**config.mk**
```make
export PLATFORM = sky130hd
export DESIGN_NAME = f_le_serial_responder
export DESIGN_NICKNAME = d
export VERILOG_FILES = /design/src/rtl/f_le_pkg.sv /design/src/rtl/f_le_slice_cmp.sv /design/src/rtl/f_le_serial_responder.sv
export SDC_FILE = /design/constraint.sdc
export NUM_CORES = 1
export LEC_CHECK = 0
export CAP_MARGIN = 10
export CELL_PAD_IN_SITES_DETAIL_PLACEMENT = 2
export CELL_PAD_IN_SITES_GLOBAL_PLACEMENT = 2
export CORE_UTILIZATION = 32
export DETAILED_ROUTE_END_ITERATION = 10
export PLACE_DENSITY_LB_ADDON = 0.1
export SLEW_MARGIN = 15
export SYNTH_ARGS = -nofsm -noshare
export SYNTH_HDL_FRONTEND = slang
export SYNTH_HIERARCHICAL = 1
export SYNTH_SLANG_ARGS = --single-unit
export TNS_END_PERCENT = 50
```
**constraint.sdc**
```tcl
create_clock -name clk -period 7.4 [get_ports clk]
set_input_delay 2.22 -clock clk [delete_from_list [all_inputs] [get_ports clk]]
set_output_delay 2.22 -clock clk [all_outputs]
set_load 0.005 [all_outputs]
```
**src/rtl/f_le_pkg.sv**
```systemverilog
// f_le_pkg
// Shared definitions for the serial FP "a <= b" responder: FSM state
// encoding, default format constants and IEEE 754 classification helpers.
package f_le_pkg;

  localparam int F_LE_FLEN  = 64;
  localparam int F_LE_EXP_W = 11;
  localparam int F_LE_CHUNK = 16;
  localparam int FRAC_W     = F_LE_FLEN - 1 - F_LE_EXP_W;
  localparam int NSLICE     = F_LE_FLEN / F_LE_CHUNK;

  typedef enum logic [1:0] {
    IDLE,
    CLASSIFY,
    COMPARE,
    DONE
  } state_e;

  // NaN: exponent all ones with a non-zero fraction (infinities are ordered).
  function automatic logic is_nan(input logic [F_LE_EXP_W-1:0] exp_f,
                                  input logic [FRAC_W-1:0]     frac_f);
    return (&exp_f) & (|frac_f);
  endfunction

  // Magnitude (everything below the sign bit) is zero, so +0 and -0 match.
  function automatic logic is_zero_mag(input logic [F_LE_FLEN-2:0] mag);
    return ~|mag;
  endfunction

endpackage

```
**src/rtl/f_le_slice_cmp.sv**
```systemverilog
// f_le_slice_cmp
// Combinational unsigned compare of one magnitude slice.
//   a, b : CHUNK-bit slices of the two magnitudes
//   eq   : a == b
//   lt   : a <  b
module f_le_slice_cmp #(
  parameter int CHUNK = 16
) (
  input  logic [CHUNK-1:0] a,
  input  logic [CHUNK-1:0] b,
  output logic             eq,
  output logic             lt
);

  assign eq = (a == b);
  assign lt = (a < b);

endmodule

```
**src/rtl/f_le_serial_responder.sv**
```systemverilog
// f_le_serial_responder
// Answers one FP "a <= b" query at a time. NaN, double-zero and mixed-sign
// cases are resolved in a single classify cycle; otherwise the magnitudes are
// compared one CHUNK-bit slice per cycle, most significant slice first.
//   clk, rst   : clock, synchronous active-high reset
//   req_valid  : request present; req_a/req_b captured when req_ready is high
//   req_ready  : high only while idle
//   rsp_valid  : one-cycle pulse when rsp_res/rsp_err carry a fresh answer
//   rsp_res    : 1 when a <= b (held until the next answer)
//   rsp_err    : 1 when either operand is NaN (held until the next answer)
//   busy       : a query is in flight
module f_le_serial_responder
  import f_le_pkg::*;
#(
  parameter int FLEN  = F_LE_FLEN,
  parameter int EXP_W = F_LE_EXP_W,
  parameter int CHUNK = F_LE_CHUNK
) (
  input  logic            clk,
  input  logic            rst,
  input  logic            req_valid,
  output logic            req_ready,
  input  logic [FLEN-1:0] req_a,
  input  logic [FLEN-1:0] req_b,
  output logic            rsp_valid,
  output logic            rsp_res,
  output logic            rsp_err,
  output logic            busy
);

  localparam int NS    = FLEN / CHUNK;
  localparam int IDX_W = (NS > 1) ? $clog2(NS) : 1;
  localparam logic [IDX_W-1:0] LAST_IDX = IDX_W'(NS - 1);

  state_e            state_q, state_d;
  logic [FLEN-1:0]   a_q, a_d;
  logic [FLEN-1:0]   b_q, b_d;
  logic [IDX_W-1:0]  idx_q, idx_d;
  logic              res_q, res_d;
  logic              err_q, err_d;

  logic              nan_a, nan_b, zero_both, sign_a, sign_b;
  logic [FLEN-1:0]   mag_a, mag_b;
  logic [CHUNK-1:0]  sl_a [NS];
  logic [CHUNK-1:0]  sl_b [NS];
  logic              slice_eq, slice_lt;

  assign sign_a    = a_q[FLEN-1];
  assign sign_b    = b_q[FLEN-1];
  assign nan_a     = is_nan(a_q[FLEN-2 -: EXP_W], a_q[FLEN-2-EXP_W:0]);
  assign nan_b     = is_nan(b_q[FLEN-2 -: EXP_W], b_q[FLEN-2-EXP_W:0]);
  assign zero_both = is_zero_mag(a_q[FLEN-2:0]) & is_zero_mag(b_q[FLEN-2:0]);

  assign mag_a = {1'b0, a_q[FLEN-2:0]};
  assign mag_b = {1'b0, b_q[FLEN-2:0]};

  // Slice 0 is the most significant CHUNK bits of the magnitude.
  for (genvar k = 0; k < NS; k++) begin : g_slice
    assign sl_a[k] = mag_a[FLEN-1-k*CHUNK -: CHUNK];
    assign sl_b[k] = mag_b[FLEN-1-k*CHUNK -: CHUNK];
  end

  f_le_slice_cmp #(.CHUNK(CHUNK)) u_slice_cmp (
    .a  (sl_a[idx_q]),
    .b  (sl_b[idx_q]),
    .eq (slice_eq),
    .lt (slice_lt)
  );

  always_comb begin
    state_d = state_q;
    a_d     = a_q;
    b_d     = b_q;
    idx_d   = idx_q;
    res_d   = res_q;
    err_d   = err_q;
    case (state_q)
      IDLE: begin
        if (req_valid) begin
          a_d     = req_a;
          b_d     = req_b;
          state_d = CLASSIFY;
        end
      end
      CLASSIFY: begin
        if (nan_a | nan_b) begin
          err_d   = 1'b1;
          res_d   = 1'b0;
          state_d = DONE;
        end else if (zero_both) begin
          err_d   = 1'b0;
          res_d   = 1'b1;
          state_d = DONE;
        end else if (sign_a != sign_b) begin
          // The negative operand is the smaller one.
          err_d   = 1'b0;
          res_d   = sign_a;
          state_d = DONE;
        end else begin
          idx_d   = '0;
          state_d = COMPARE;
        end
      end
      COMPARE: begin
        if (!slice_eq) begin
          // Larger magnitude is the smaller value when both are negative.
          err_d   = 1'b0;
          res_d   = sign_a ? ~slice_lt : slice_lt;
          state_d = DONE;
        end else if (idx_q == LAST_IDX) begin
          err_d   = 1'b0;
          res_d   = 1'b1;
          state_d = DONE;
        end else begin
          idx_d   = idx_q + 1'b1;
        end
      end
      DONE:    state_d = IDLE;
      default: state_d = IDLE;
    endcase
  end

  always_ff @(posedge clk) begin
    if (rst) begin
      state_q <= IDLE;
      a_q     <= '0;
      b_q     <= '0;
      idx_q   <= '0;
      res_q   <= 1'b0;
      err_q   <= 1'b0;
    end else begin
      state_q <= state_d;
      a_q     <= a_d;
      b_q     <= b_d;
      idx_q   <= idx_d;
      res_q   <= res_d;
      err_q   <= err_d;
    end
  end

  assign req_ready = (state_q == IDLE);
  assign busy      = (state_q != IDLE);
  assign rsp_valid = (state_q == DONE);
  assign rsp_res   = res_q;
  assign rsp_err   = err_q;

endmodule

```
==> out/summary.txt <==
CP arrival = 1.87 ns
final setup violation count = 0
commonest non-fill, non-tap cell in the layout = nand2_1
clock slew at reported path FFs = 0.06 ns
1st-iter DRT viols = 300
area delta synth->final = 33.63%
GR Util All Layers = 24.27%
Mean Syn Cell Area = 8.264 µm²
final hold viol count = 0
power per cell area = 308.4 mW/mm²
cts hold-fix bufs = 0
Ys Warns = 6
Max H-tree Level = 4
critical path's most frequent cell = inv_1
Initial Util = 33.17%
final worst path period share = 55.26%
Final Skew = 0.008429 ns
CTS Buf Count = 17
VDD IR-drop max = 181.6 µV
clock buffer depth = 2
fin nets = 1020
status = completed
pin count of the biggest net entering global routing = 86
final WL = 23640 µm
Post-synth EDFFs = 0
dominant synthesized flop cell = dfxtp_1
drt pass-1 iters = 4
Max Cap Viol = 0
Core ar. = 0.01896 mm²
Worst slew margin = 29.04%
Largest delay share family, worst path = buffers and inverters
post-synthesis sequential area ratio = 42.66%
most frequent cells in the layout = nand2_1, clkdlybuf4s50_1, a21oi_1, dfxtp_1, nor4_1
CP max stage delay = 0.51 ns
# resized after CTS = 0
worst hold stages = 2
worst slew pin tran = 1.064 ns
CP max stage cell = clkdlybuf4s50_1
post-DP HPWL = 17230 µm
diode count = 0
Vert. Die Dim = 142.2 µm
GR Overflow Total = 0
nature of the critical path startpoint = flip-flop
CP Cell Sequence = inv_1 > ha_1 > inv_1 > clkdlybuf4s50_1
Sum Neg Setup Slack = 0 ns
critical path depth = 4
Post-Syn Area = 0.006289 mm²
Die Area = 0.02022 mm²
critical path class = reg2out
Max Slew Vio Count = 0
# DRC = 0
Synth Instances = 761
first-pass GRT wire length = 36540 µm
Routed Antenna Nets = 0
Critical Path Fanout Max = 6
Worst-Skew Late Latency = 0.43 ns
clock sink count = 134
vias in the first global route = 6653
syn_nets = 913
WL/cell = 20.73 µm
Rows = 50
CTS tree = done
Synth async-reset ratio = 0%
Clock Root Buffer = clkbuf_16
register bit total from synthesis = 134
vias per inst = 5.392
initial antenna violation count = 0
Hold WC Path Type = reg2reg
Final min period = 4.090 ns
port buffer count = 135
P_leak = 3.016 nW
final estimated routing congestion in global placement = 0.8387
Vias = 6147
# IOs = 136
Post-CTS Setup Repair Bufs = 0
Worst EP required = 5.18 ns
unrepaired setup endpoints after global routing = false
share of cells above drive strength 1 = 8.864%
fmax = 244.5 MHz
die width = 142.2 µm
Synth cell types = 41
WHS = 0.4804 ns
critical path buffer and inverter count = 3
CP Capture Type = primary output
cell count of the worst reg-to-reg path = 8
[logic make-up (layout without fill, tap and decap cells)]
kind of cell    Yosys count  after routing  synth area share [%]
simple gates            345            345                 23.84
buf+inv                  72            191                 4.417
fa+ha+maj                21             21                 4.178
flops                   134            134                 42.66
compound gates          153            153                 13.13
xor+xnor                  1              1                0.1393
mux                      35             35                 11.64
[worst paths after layout]
kind | from | endpoint | slack [ns]
max | state_q[0] | busy | 3.31
max reg2reg | idx_q[0] | rsp_err | 3.66
min | b_q[63] | b_q[63] | 0.48
min reg2reg | b_q[63] | b_q[63] | 0.48
[power by group]
| group | switching (mW) | internal (mW) | leakage, nW |
|---|---|---|---|
| clock network | 0.333 | 0.536 | 0.289 |
| registers | 0.155 | 0.840 | 1.10 |
| logic | 0.418 | 0.309 | 1.63 |
[layout make-up]
cell class | count | area [µm²]
clock buffer | 19 | 442.9
fill | 2074 | 10550
inverter | 21 | 78.83
sequential | 134 | 2684
clock inverter | 12 | 155.1
multi-input combinational | 555 | 3338
tap | 260 | 325.3
timing repair buffer | 139 | 1379
[worst register-to-register path, cell delays in order, from the launching register on]
cell      delay [ns]
dfxtp_2         1.02
mux4_2          0.68
ha_1            0.35
nand4_1         0.17
nor4_1          0.59
nand3b_1        0.32
nand2_1         0.24
nor3_1          0.07
o21a_1          0.19
[flip-flops by register name, summed over array words and instances, names as in the netlist]
name,flops
a_q,64
rsp_res,1
state_q,2
rsp_err,1
b_q,64
idx_q,2
[Yosys cell counts (5+ instances only)]
cell type | instances | area [µm²]
nand2_1 | 270 | 1013
dfxtp_1 | 134 | 2683
a21oi_1 | 133 | 665.6
clkbuf_1 | 43 | 161.4
nor4_1 | 33 | 206.5
mux4_2 | 29 | 653.1
ha_1 | 21 | 262.8
inv_1 | 21 | 78.83
nand4_1 | 12 | 75.07
nand3_1 | 9 | 45.04
buf_2 | 6 | 30.03
nor2_1 | 6 | 22.52
o21ai_0 | 5 | 25.02
[metrics by stage]
stage | setup WS [ns] | utilization, % | cell area (µm²) | total power, mW | instances
2_1_floorplan | 4.142 | - | 6289 | 1.423 | 761
3_3_place_gp | 3.012 | 41.17 | 7805 | 1.676 | 1109
3_5_place_dp | 2.892 | 41.17 | 7805 | 1.724 | 1109
4_1_cts | 3.290 | 44.33 | 8403 | 2.613 | 1140
5_1_grt | 3.133 | 44.33 | 8403 | 2.731 | 1140
6_report | 3.310 | 44.33 | 8403 | 2.592 | 1140
[per-layer routing]
metal | track usage [%] | vias to the layer above | routed length (µm)
met1 | 31.56 | 3067 | 10550
met3 | 3.937 | 38 | 1254
met2 | 40.63 | 187 | 11410
met5 | 0 | - | 0
li1 | - | 2855 | -
met4 | 8.546 | 0 | 422
(Power assumes the default switching activity.)
